[src/rtl/regfile_scoreboard_pkg.sv]
// Shared widths, constants and the writeback request bundle for the register-file scoreboard.
// Latency: none (declarations only).
// Backpressure: none (declarations only).
package regfile_scoreboard_pkg;

    localparam int ADDR_W       = 5;
    localparam int DATA_W       = 32;
    localparam int NUM_REGS     = 32;
    localparam int STARVE_LIMIT = 4;
    localparam int CNT_W        = $clog2(STARVE_LIMIT + 1);

    localparam logic [ADDR_W-1:0] REG_ZERO   = '0;
    localparam logic [CNT_W-1:0]  STARVE_MAX = CNT_W'(STARVE_LIMIT);

    // One writeback request toward the register-file write port.
    typedef struct packed {
        logic              valid;
        logic [ADDR_W-1:0] dst;
        logic [DATA_W-1:0] data;
    } wb_req_t;

endpackage

[src/rtl/regfile_scoreboard_wb_arbiter.sv]
// Shares the single register-file write port between ALU and long-unit writebacks (ALU wins).
// Latency: winning writeback appears on rf_* one cycle after it is presented/accepted.
// Backpressure: long_wb_ready drops whenever the ALU writes; starvation counter raises throttle.
module regfile_scoreboard_wb_arbiter
    import regfile_scoreboard_pkg::*;
(
    input  logic              clock,
    input  logic              reset,
    input  logic              alu_wb_valid,
    input  logic [ADDR_W-1:0] alu_wb_dst,
    input  logic [DATA_W-1:0] alu_wb_data,
    input  logic              long_wb_valid,
    input  logic [ADDR_W-1:0] long_wb_dst,
    input  logic [DATA_W-1:0] long_wb_data,
    output logic              long_wb_ready,
    output logic              throttle,
    output logic              clr_vld,
    output logic [ADDR_W-1:0] clr_addr,
    output logic              rf_we,
    output logic [ADDR_W-1:0] rf_waddr,
    output logic [DATA_W-1:0] rf_wdata
);

    wb_req_t          alu_req;
    wb_req_t          long_req;
    wb_req_t          win;
    logic             long_xfer;
    logic [CNT_W-1:0] starve_cnt;

    assign alu_req  = '{valid: alu_wb_valid,  dst: alu_wb_dst,  data: alu_wb_data};
    assign long_req = '{valid: long_wb_valid, dst: long_wb_dst, data: long_wb_data};

    // ALU writeback cannot be stalled, so the long unit only gets the port on ALU bubbles.
    assign long_wb_ready = !reset && !alu_wb_valid;
    assign long_xfer     = long_wb_valid && long_wb_ready;

    // Priority mux: pick the writeback that owns the port this cycle.
    always_comb begin
        win = '0;
        if (alu_req.valid) begin
            win = alu_req;
        end else if (long_xfer) begin
            win = long_req;
        end
    end

    // Register 0 is never written, so its writeback neither enables the port nor clears a busy bit.
    assign clr_vld  = !reset && win.valid && (win.dst != REG_ZERO);
    assign clr_addr = win.dst;
    assign throttle = (starve_cnt == STARVE_MAX);

    // Latch the winner onto the register-file write port.
    always_ff @(posedge clock) begin
        if (reset) begin
            rf_we    <= 1'b0;
            rf_waddr <= '0;
            rf_wdata <= '0;
        end else begin
            rf_we    <= clr_vld;
            rf_waddr <= win.dst;
            rf_wdata <= win.data;
        end
    end

    // Count consecutive lost cycles of a pending long writeback, saturating at the limit.
    always_ff @(posedge clock) begin
        if (reset) begin
            starve_cnt <= '0;
        end else if (!long_wb_valid || long_xfer) begin
            starve_cnt <= '0;
        end else if (starve_cnt != STARVE_MAX) begin
            starve_cnt <= starve_cnt + CNT_W'(1);
        end
    end

endmodule

[src/rtl/regfile_scoreboard.sv]
// Per-register busy scoreboard with RAW/WAW stall and a shared register-file write port.
// Latency: busy bit set 1 cycle after issue; cleared on the edge that asserts rf_we.
// Backpressure: issue_stall holds decode; ALU writers are throttled when the long unit starves.
module regfile_scoreboard
    import regfile_scoreboard_pkg::*;
(
    input  logic                clock,
    input  logic                reset,
    input  logic                issue_valid,
    input  logic [ADDR_W-1:0]   issue_rs,
    input  logic [ADDR_W-1:0]   issue_rt,
    input  logic                issue_uses_rs,
    input  logic                issue_uses_rt,
    input  logic                issue_writes,
    input  logic [ADDR_W-1:0]   issue_dst,
    input  logic                issue_long,
    output logic                issue_stall,
    input  logic                alu_wb_valid,
    input  logic [ADDR_W-1:0]   alu_wb_dst,
    input  logic [DATA_W-1:0]   alu_wb_data,
    input  logic                long_wb_valid,
    input  logic [ADDR_W-1:0]   long_wb_dst,
    input  logic [DATA_W-1:0]   long_wb_data,
    output logic                long_wb_ready,
    output logic                rf_we,
    output logic [ADDR_W-1:0]   rf_waddr,
    output logic [DATA_W-1:0]   rf_wdata,
    output logic [NUM_REGS-1:0] busy_vec
);

    logic                throttle;
    logic                clr_vld;
    logic [ADDR_W-1:0]   clr_addr;
    logic                issue_fire;
    logic [NUM_REGS-1:0] set_mask;
    logic [NUM_REGS-1:0] clr_mask;

    regfile_scoreboard_wb_arbiter u_wb_arbiter (
        .clock         (clock),
        .reset         (reset),
        .alu_wb_valid  (alu_wb_valid),
        .alu_wb_dst    (alu_wb_dst),
        .alu_wb_data   (alu_wb_data),
        .long_wb_valid (long_wb_valid),
        .long_wb_dst   (long_wb_dst),
        .long_wb_data  (long_wb_data),
        .long_wb_ready (long_wb_ready),
        .throttle      (throttle),
        .clr_vld       (clr_vld),
        .clr_addr      (clr_addr),
        .rf_we         (rf_we),
        .rf_waddr      (rf_waddr),
        .rf_wdata      (rf_wdata)
    );

    // Hold decode on a busy source or destination, or when a new ALU writer would keep starving the long unit.
    assign issue_stall = reset ||
                         (issue_valid && ((issue_uses_rs && busy_vec[issue_rs]) ||
                                          (issue_uses_rt && busy_vec[issue_rt]) ||
                                          (issue_writes  && busy_vec[issue_dst]) ||
                                          (throttle && issue_writes && !issue_long)));

    assign issue_fire = issue_valid && !issue_stall;

    // One-hot set from issue and clear from the write port; WAW stall keeps them off the same register.
    always_comb begin
        set_mask = '0;
        clr_mask = '0;
        if (issue_fire && issue_writes && (issue_dst != REG_ZERO)) begin
            set_mask[issue_dst] = 1'b1;
        end
        if (clr_vld) begin
            clr_mask[clr_addr] = 1'b1;
        end
    end

    // Busy vector: clears and sets to different registers in one edge both take effect.
    always_ff @(posedge clock) begin
        if (reset) begin
            busy_vec <= '0;
        end else begin
            busy_vec <= (busy_vec & ~clr_mask) | set_mask;
        end
    end

endmodule

[config.mk]
export PLATFORM = sky130hd
export DESIGN_NAME = regfile_scoreboard
export DESIGN_NICKNAME = d
export VERILOG_FILES = /design/src/rtl/regfile_scoreboard_pkg.sv /design/src/rtl/regfile_scoreboard_wb_arbiter.sv /design/src/rtl/regfile_scoreboard.sv
export SDC_FILE = /design/constraint.sdc
export NUM_CORES = 1
export LEC_CHECK = 0
export BUFFER_PORTS_ARGS = -buffer_cell sky130_fd_sc_hd__buf_2
export CAP_MARGIN = 0
export CELL_PAD_IN_SITES_DETAIL_PLACEMENT = 0
export CELL_PAD_IN_SITES_GLOBAL_PLACEMENT = 2
export CORE_MARGIN = 2
export CORE_UTILIZATION = 28
export DETAILED_ROUTE_END_ITERATION = 16
export GPL_TIMING_DRIVEN = 0
export PLACE_DENSITY = 0.82
export SYNTH_ARGS = -nofsm -noshare
export SYNTH_HDL_FRONTEND = slang
export SYNTH_SLANG_ARGS = --single-unit
[constraint.sdc]
create_clock -name clock -period 2.6 [get_ports clock]
set_input_delay 0.39 -clock clock [delete_from_list [all_inputs] [get_ports clock]]
set_output_delay 0.39 -clock clock [all_outputs]
set_load 0.02 [all_outputs]
* After elaboration in Yosys (flattened, before gate mapping) *
Index checks and enable logic that the tools add are counted.

cells by class
  mux-type cells = 14
  $lt $le $gt $ge = 6
  divide/modulo/power cells = 0
  add/subtract/negate cells = 1
  equality and inequality tests = 2
  multipliers = 0
  reductions and logical operators = 28
  bitwise operators = 3
  shifts and indexed selects = 0

operator list
  kind                                                                          number
  38-bit 2-to-1 mux                                                             2
  32-bit 2-to-1 mux                                                             2
  32-bit AND                                                                    1
  32-bit inverter                                                               1
  32-bit bitwise OR                                                             1
  5-bit by 6-bit less-than comparator with 1-bit output, second input constant  4
  1-bit binary-select mux with 5-bit select                                     3
  1-bit logical AND                                                             15
  1-bit demux with 5-bit select                                                 2
  5-bit by 1-bit >= comparator with 1-bit output, second input constant         2
  5-bit nonzero test                                                            2
  1-bit logical NOT                                                             5
  1-bit logical OR                                                              5
  1-bit 2-to-1 mux                                                              5
  3-bit by 1-bit adder with 3-bit output, second input constant                 1
  3-bit == test, second input constant                                          1
  3-bit != test, second input constant                                          1
  2-bit OR reduction                                                            1

word-level totals
  output and inout port bits = 72
  memories kept = 0
  bits in writable memories = 0
  latch bits = 0
  bits in registers = 73
  memory bits (read-only) = 0
  logic and storage cells = 59
  bits of input ports = 98

* Logic depth before layout (Yosys ltp) *
Gate-level depths: netlist (run 1).

  depth in word-level cells = 14
  gate-level depth with buffers = 8
  gate-level depth less buffers = 7

* By module *
Synthesis (run 1) repeated with hierarchy kept, for this count alone.

second synthesis, totals
  cell total of the unflattened synthesis = 393
  area total of the unflattened synthesis = 4012.6 um2

modules (own cells, without submodules)
  module                         instances  cells an instance  area each (um2)  seq. area each (um2)
  regfile_scoreboard             1          265                2517.4           640.6
  regfile_scoreboard_wb_arbiter  1          128                1495.2           820.8

* Worst setup path after synthesis (run 1) *
Ideal clock, no wire load.

  kind = in2out
  from = in issue_rt[0]
  to = out issue_stall
  cell stages on the path = 7
  setup slack = 0.117 ns
  data arrival time = 2.093 ns
  buffers on the path = 2
  required time = 2.210 ns
  cell sequence = buf_2 > mux4_2 > o22ai_1 > o221ai_1 > a32o_2 > buf_6 > o31a_1

on the way
  longest elaborated chain between the ends = 8

RTL lines
  element                                    line                      RTL
  from (decl)                                regfile_scoreboard.sv:11  input logic [ADDR_W-1:0] issue_rt,
  1-bit binary-select mux with 5-bit select  regfile_scoreboard.sv:59  (issue_uses_rt && busy_vec[issue_rt]) ||
  1-bit 2-to-1 mux (not written as such)     regfile_scoreboard.sv:59
  1-bit logical AND                          regfile_scoreboard.sv:59
  1-bit logical OR                           regfile_scoreboard.sv:58  (issue_valid && ((issue_uses_rs && busy_vec[issue_rs]) ||
  1-bit logical OR                           regfile_scoreboard.sv:59
  1-bit logical OR                           regfile_scoreboard.sv:60  (issue_writes && busy_vec[issue_dst]) ||
  1-bit logical AND                          regfile_scoreboard.sv:58
  1-bit logical OR                           regfile_scoreboard.sv:57  assign issue_stall = reset ||
  to (decl)                                  regfile_scoreboard.sv:17  output logic issue_stall,

No other way between the ends. The select of a mux whose other input is x is not followed.

* Final worst setup path (run 1) *
  from = reg busy_vec[27]
  to = out issue_stall

on the way
  longest elaborated chain between the ends = 8
  elaborated cells on any way between the ends = 14
  those cells by class = mux: 6; reduce/logical: 8

RTL lines
  element                                                       line                                                RTL
  from (decl)                                                   regfile_scoreboard.sv:28                            output logic [NUM_REGS-1:0] busy_vec
  from (signal assigned)                                        regfile_scoreboard.sv:82                            busy_vec <= (busy_vec & ~clr_mask) | set_mask;
  1-bit binary-select mux with 5-bit select (on tied branches)  regfile_scoreboard.sv:58, regfile_scoreboard.sv:59
  1-bit 2-to-1 mux (on tied branches)                           regfile_scoreboard.sv:58, regfile_scoreboard.sv:59
  1-bit logical AND (on tied branches)                          regfile_scoreboard.sv:58, regfile_scoreboard.sv:59
  1-bit logical OR                                              regfile_scoreboard.sv:58
  1-bit logical OR (*)                                          regfile_scoreboard.sv:59
  1-bit logical OR (*)                                          regfile_scoreboard.sv:60
  1-bit logical AND (*)                                         regfile_scoreboard.sv:58
  1-bit logical OR (*)                                          regfile_scoreboard.sv:57

Every way passes the cells marked *; elsewhere a longest branch is shown, timed or not. The select of a mux whose other input is x is not followed.

==> results.sh, run 1 <==
export IMPL_drive_gt1_share_pct=46.1
export IMPL_ff_latch_area_um2=1500
export IMPL_rsz0062_at_grt="true"
export IMPL_drtAntennaViolNets=0
export IMPL_r2r_start="busy_vec[27]$_SDFF_PP0_"
export IMPL_cp_start_kind="register"
export IMPL_final_util_pct=39.5
export IMPL_netlist_instances=357
export IMPL_synth_area_leader_cell="dfxtp_1"
export IMPL_period_share_pct=97.3
export IMPL_grt_max_degree=13
export IMPL_cp_cell_sequence="mux4_2, mux2i_1, o221ai_1, a32o_2, o31a_1, buf_6"
export IMPL_numClockSinks=73
export IMPL_grt_busiest_layer="met2"
export IMPL_layout_common_cells="buf_2 (166), dfxtp_1 (50), a22o_1 (32), o211ai_1 (31), o41ai_1 (24)"
export IMPL_synth_flop_cell="dfxtp_1"
export IMPL_synth_top_area_share_pct=39.0
export IMPL_avgViaCountPerCell=5.38
export IMPL_power_density_nw_per_um2=595
export IMPL_antenna_diode_count=0
export IMPL_start_util_pct=28.5
export IMPL_slew_limit_headroom_pct=44.3
export IMPL_die_y_um=120
export IMPL_instances_no_fill=712
export IMPL_nFillCells=1352
export IMPL_use_met1_pct=22.8
export IMPL_antenna_found_initial=0
export IMPL_period_needed_ps=2530
export IMPL_status="completed"
export IMPL_grt_pass1_vias=3786
export IMPL_firstDrtPassIters=5
export IMPL_critical_path_class="register to primary output"
export IMPL_drcViolationCount=0
export IMPL_synth_edff_count=0
export IMPL_grt_use_met2_pct=29.6
export IMPL_syn2layout_area_growth_pct=38.5
export IMPL_cts_buffers=9
export IMPL_post_synth_instance_area_um2=3750
export IMPL_path_max_fanout=5
export IMPL_timing_final_ws_setup_ps=71.4
export IMPL_grt_usage_pct=18.1
export IMPL_cp_arrival_ps=2140
export IMPL_root_buffer="clkbuf_16"
export IMPL_critPathCaptureType="primary output"
export IMPL_worstMarginPinSlew_ps=834
export IMPL_yosysSeqAreaShare_pct=39.0
export IMPL_dp_slack_ps=-166
export IMPL_via_count=3831
export IMPL_use_met3_pct=5.47
export IMPL_max_stage_delay_ps=480
export IMPL_grt_pass1_wl_um=20100
export IMPL_slew_violations=0
export IMPL_slowest_stage="mux4_2"
export IMPL_async_reset_ff_share_pct=0
export IMPL_vdd_drop_max_uv=290
export IMPL_coreArea_um2=13100
export IMPL_placed_area_um2=4770
export IMPL_required_ps=2210
export IMPL_hold_viol=0
export IMPL_clockBufferDepth=2
export IMPL_ys_types=43
export IMPL_hold_path_class="primary input to register"
export IMPL_synth_net_count=457
export IMPL_cts_max_level=3
export IMPL_dieArea_um2=14300
export IMPL_clkLatencyLatePin_ps=330
export IMPL_synth_area_top_cells="dfxtp_1 (39%), mux4_2 (7.8%), a22o_1 (7.5%), o211ai_1 (6.2%), mux2i_1 (5.6%)"
export IMPL_final_cell_area_um2=5190
export IMPL_row_count=42
export IMPL_drtIter0Drc=217
export IMPL_die_width_um=120
export IMPL_postRouteWirelength_um=13100
export IMPL_nets=631
export IMPL_port_buffers=161
export IMPL_hpwl_um=10100
export IMPL_syn_avg_cell_area_um2=10.5
export IMPL_reg2reg_to="busy_vec[14]$_SDFF_PP0_"
export IMPL_gp_congestion=0.858
export IMPL_clock_skew_ps=7.50
export IMPL_hp_start="alu_wb_data[9]"
export IMPL_reg2reg_depth=8
export IMPL_cts_tree="done"
export IMPL_critPathCapture="issue_stall"
export IMPL_synth_seq_cells=73
export IMPL_crit_path_start="busy_vec[27]$_SDFF_PP0_"
export IMPL_fmax_mhz=395
export IMPL_p_leak_nw=2.31
export IMPL_path_clk_slew_ps=60
export IMPL_setup_violations=0
export IMPL_max_cap_viol_count=0
export IMPL_grt_overflow_total=0
export IMPL_wl_per_cell_um=18.4
export IMPL_placed_cells=694
export IMPL_final_common_cell="buf_2"
export IMPL_cts_hold_buf=0
export IMPL_rrSetupSlack_ps=230
export IMPL_synth_warnings=0
export IMPL_multi_input_area_um2=2080
export IMPL_pin_count=170
export IMPL_hold_ws_ps=270
[flip-flops by register name (all words and copies together) (netlist names)]
signal                   flops
u_wb_arbiter.starve_cnt      3
u_wb_arbiter.rf_waddr        5
busy_vec                    32
u_wb_arbiter.rf_we           1
u_wb_arbiter.rf_wdata       32
[through the flow]
stage | TNS [ps] | power (mW)
final | 0 | 3.09
after global routing | -11.3 | 3.21
after CTS | 0 | 3.12
after detailed placement | -166 | 1.63
after global placement | -180 | 1.62
after floorplan | 0 | 1.44
[how the worst min path moves through the flow]
stage	to	slack [ps]	cells after the start
after floorplan	u_wb_arbiter.starve_cnt[1]$_SDFFE_PP0P_	470	2
after global placement	u_wb_arbiter.starve_cnt[1]$_SDFFE_PP0P_	490	2
after detailed placement	u_wb_arbiter.starve_cnt[1]$_SDFFE_PP0P_	490	2
after CTS	u_wb_arbiter.rf_wdata[28]$_SDFF_PP0_	260	2
after global routing	u_wb_arbiter.rf_wdata[28]$_SDFF_PP0_	260	2
final	u_wb_arbiter.rf_wdata[9]$_SDFF_PP0_	270	2
[report_power, final]
group / switching (mW) / leakage [nW] / internal [mW]
Combinational: 0.267 / 1.52 / 0.170
Sequential: 0.0119 / 0.609 / 1.15
Clock: 0.471 / 0.175 / 1.02
Total: 0.750 / 2.31 / 2.34
[Yosys cell counts, types with 2 or more instances]
| master | number |
|---|---|
| nor2b_1 | 3 |
| or2_2 | 2 |
| o221ai_1 | 4 |
| buf_6 | 5 |
| o41ai_1 | 24 |
| o21ai_0 | 4 |
| nor2_1 | 14 |
| or3_1 | 7 |
| o211ai_1 | 31 |
| dfxtp_1 | 73 |
| a31oi_1 | 2 |
| ha_1 | 2 |
| nand3b_1 | 10 |
| buf_1 | 5 |
| buf_2 | 6 |
| inv_1 | 10 |
| a22o_1 | 32 |
| clkbuf_1 | 16 |
| o22ai_1 | 5 |
| a21oi_1 | 7 |
| mux2_2 | 3 |
| or3b_2 | 2 |
| mux4_2 | 13 |
| nor4bb_1 | 3 |
| nand2b_1 | 5 |
| o41ai_2 | 7 |
| mux4_1 | 2 |
| nand2_1 | 16 |
| nand3_1 | 9 |
| nor3b_1 | 2 |
| mux2i_1 | 21 |
[cell type report]
| class | count | area share (%) |
|---|---|---|
| Timing Repair Buffer | 164 | 16.1 |
| Tap cell | 176 | 4.24 |
| Sequential cell | 73 | 28.9 |
| Multi-Input combinational cell | 241 | 40.0 |
| Clock buffer | 12 | 5.13 |
| Clock inverter | 4 | 1.88 |
| Inverter | 10 | 0.723 |
| Buffer | 32 | 3.06 |
[cells by family after synthesis]
family | count (synthesis) | share of synthesized area [%]
flip-flops | 73 | 39.0
buffers and inverters | 43 | 5.54
multiplexers | 39 | 15.7
AO/OA/AOI/OAI | 124 | 27.8
adder cells (fa/ha/maj) | 2 | 0.667
XOR/XNOR | 1 | 0.234
AND/OR/NAND/NOR | 75 | 11.0
[routing by layer]
layer / part of all wire (%) / routed length [µm]
met3: 9.0 / 1180
met4: 1.7 / 225
met5: 0 / 0
met2: 47 / 6160
met1: 42 / 5560
[what timing repair did]
action / 4_1_cts / 5_1_grt
buffers inserted: 2 / 1
gates cloned: 0 / 0
gates resized for setup: 23 / 8
pin swaps: 2 / 4
endpoints found under the hold margin: 0 / 0
endpoints found under the setup margin: 1 / 1
[critical path, delay by kind of cell, from the launching register on]
kind | cells | cell delay, ps
compound gates | 3 | 650
buf+inv | 1 | 140
flops | 1 | 370
mux | 2 | 650
No activity file was read; power rests on OpenSTA's default activity.
==> run 2, diff against run 1 <==
ABC_AREA = 1   (was unset)
CORE_UTILIZATION = 25   (was 28)
PLACE_DENSITY = 0.81   (was 0.82)
==> run 2 against run 1 <==
Compared with the run above: wire length increased by 32%; global-route usage increased by 1.8 points; first-iteration DRC count increased by 17%; total power decreased by 4.9%; final area increased by 5.9%; non-clock buffer count increased by 4; worst hold slack got worse by 11 ps; final cell count increased by 38%; largest power group unchanged; highest routed layer unchanged.
==> results.sh, run 2 <==
export IMPL_status="completed"
export IMPL_fmax_mhz=400
export IMPL_firstDrtPassIters=7
export IMPL_critical_path_class="register to primary output"
export IMPL_ys_types=28
export IMPL_vdd_drop_max_uv=386
export IMPL_hold_path_class="primary input to register"
export IMPL_slew_limit_headroom_pct=66.8
export IMPL_finalSetupTns_ps=0
export IMPL_yosysMostFrequentCell="nand2_1"
export IMPL_critPathBufInv=2
export IMPL_rsz0062_at_grt="false"
export IMPL_max_cap_viol_count=0
export IMPL_synth_area_top_cells="dfxtp_1 (36%), nand2_1 (15%), a32o_1 (7.9%), nand3_1 (7.9%), nand4_1 (5.1%)"
export IMPL_yosysSeqAreaShare_pct=35.9
export IMPL_synth_area_leader_cell="dfxtp_1"
export IMPL_cp_start_kind="register"
export IMPL_max_stage_delay_ps=590
export IMPL_syn_avg_cell_area_um2=6.90
export IMPL_power_density_nw_per_um2=534
export IMPL_required_ps=2210
export IMPL_cts_tree="done"
export IMPL_synthTopCellsByCount="nand2_1 (161), dfxtp_1 (73), nand3_1 (64)"
export IMPL_clock_skew_ps=10.8
export IMPL_worstMarginPinSlew_ps=498
export IMPL_nets=865
export IMPL_pin_count=170
export IMPL_period_needed_ps=2500
export IMPL_wl_per_cell_um=17.6
export IMPL_period_share_pct=96.2
export IMPL_start_util_pct=25.6
export IMPL_antenna_diode_count=0
export IMPL_hold_ws_ps=259
export IMPL_die_y_um=132
export IMPL_crit_family="simple AND/OR/NAND/NOR gates"
export IMPL_clkLatencyLatePin_ps=330
export IMPL_numClockSinks=73
export IMPL_cts_hold_buf=0
export IMPL_synth_flop_cell="dfxtp_1"
export IMPL_avgViaCountPerCell=5.04
export IMPL_root_buffer="clkbuf_16"
export IMPL_post_synth_instance_area_um2=4070
export IMPL_synth_edff_count=0
export IMPL_drtAntennaViolNets=0
export IMPL_slowest_stage="dfxtp_1"
export IMPL_hold_viol=0
export IMPL_synth_net_count=690
export IMPL_async_reset_ff_share_pct=0
export IMPL_antenna_found_initial=0
export IMPL_drive_gt1_share_pct=29.0
export IMPL_cp_cell_sequence="nand2_1, nand3_1, nand3_1, nand2_1, nand2_1, nand3_1, nand3_1, nand3_4, nand2_4, buf_8, nand2_1, buf_2"
export IMPL_drtIter0Drc=253
export IMPL_instances_no_fill=986
export IMPL_drcViolationCount=0
export IMPL_critPathCaptureType="primary output"
export IMPL_cts_max_level=3
export IMPL_synth_seq_cells=73
export IMPL_final_common_cell="buf_2"
export IMPL_netlist_instances=590
export IMPL_reg_top3="busy_vec: 32 flops, u_wb_arbiter.rf_wdata: 32 flops, u_wb_arbiter.rf_waddr: 5 flops"
export IMPL_path_max_fanout=10
export IMPL_coreArea_um2=15900
export IMPL_cp_arrival_ps=2110
export IMPL_grt_max_degree=16
export IMPL_port_buffers=163
export IMPL_die_width_um=132
export IMPL_synth_top_area_share_pct=35.9
export IMPL_clockBufferDepth=2
export IMPL_hpwl_um=13400
export IMPL_grt_usage_pct=19.9
export IMPL_setup_violations=0
export IMPL_slew_violations=0
export IMPL_row_count=46
export IMPL_dieArea_um2=17300
export IMPL_via_count=4966
export IMPL_grt_pass1_wl_um=27000
export IMPL_grt_pass1_vias=4931
export IMPL_gp_congestion=0.869
export IMPL_postRouteWirelength_um=17400
export IMPL_path_clk_slew_ps=70
export IMPL_placed_cells=969
export IMPL_synth_warnings=0
export IMPL_p_leak_nw=2.56
export IMPL_grt_overflow_total=0
export IMPL_layout_common_cells="buf_2 (172), nand2_1 (159), dfxtp_1 (69), nand3_1 (64), nor2_1 (48)"
export IMPL_syn2layout_area_growth_pct=35.0
export IMPL_cts_buffers=9
==> run 2: cells by family after synthesis <==
kind of cell,count (synthesis),share of synthesized area (%)
simple gates,320,34.4
compound gates,108,18.4
buf+inv,86,10.5
flops,73,35.9
fa+ha+maj,2,0.614
xor+xnor,1,0.215
==> run 2: path summary, 6_finish.rpt <==
path	start	endpoint	slack, ps	depth (start not counted)
min	alu_wb_data[1]	u_wb_arbiter.rf_wdata[1]$_SDFF_PP0_	260	2
max	busy_vec[30]$_SDFF_PP0_	issue_stall	100	12
max reg2reg	busy_vec[30]$_SDFF_PP0_	busy_vec[17]$_SDFF_PP0_	620	13
min reg2reg	u_wb_arbiter.starve_cnt[0]$_SDFFE_PP0P_	u_wb_arbiter.starve_cnt[0]$_SDFFE_PP0P_	460	1
==> run 2: power by group <==
| part | internal (mW) | switching [mW] | leakage, nW |
|---|---|---|---|
| combinational | 0.174 | 0.303 | 1.81 |
| sequential | 1.16 | 0.0139 | 0.598 |
| clock | 0.763 | 0.528 | 0.150 |
| total | 2.09 | 0.846 | 2.56 |
==> run 2: final cells by class <==
class                           instances  area [µm²]
Sequential cell                        73        1470
Inverter                               50         190
Clock buffer                            9         225
Fill cell                            1780       10400
Buffer                                 36         236
Timing Repair Buffer                  164         823
Tap cell                              216         270
Clock inverter                          7        86.3
Multi-Input combinational cell        431        2200
==> run 2: timing repair <==
item                                    4_1_cts  5_1_grt
pin swaps                                     1        1
endpoints found under the setup margin        1        1
buffers inserted                              1        0
resized for setup                             1        7
hold endpoints to repair                      0        0
gates cloned                                  0        0
==> run 2: per-stage QoR <==
| step | worst slack [ps] | util (%) | total power [mW] | cell area [µm²] |
|---|---|---|---|---|
| global placement | 108 | 32.5 | 1.66 | 5160 |
| CTS | 33.8 | 34.5 | 2.96 | 5480 |
| finish | 100 | 34.6 | 2.94 | 5500 |
| floorplan | 611 | - | 1.47 | 4070 |
| detailed placement | 139 | 32.5 | 1.67 | 5160 |
| global route | 2.04 | 34.6 | 3.07 | 5500 |
==> run 2: worst reg2reg max path, delay by kind of cell, from the launching register on <==
family                 cells  cell delay [ps]
AO/OA/AOI/OAI              1               70
buffers and inverters      2              280
flip-flops                 1              590
AND/OR/NAND/NOR           10              890
==> run 2: metal layers <==
layer / wire [µm] / GRT usage, % / up-vias
met5: 0 / 0 / -
li1: - / - / 2379
met4: 634 / 6.76 / 0
met1: 7230 / 24.6 / 2314
met3: 1720 / 6.40 / 33
met2: 7770 / 32.5 / 240
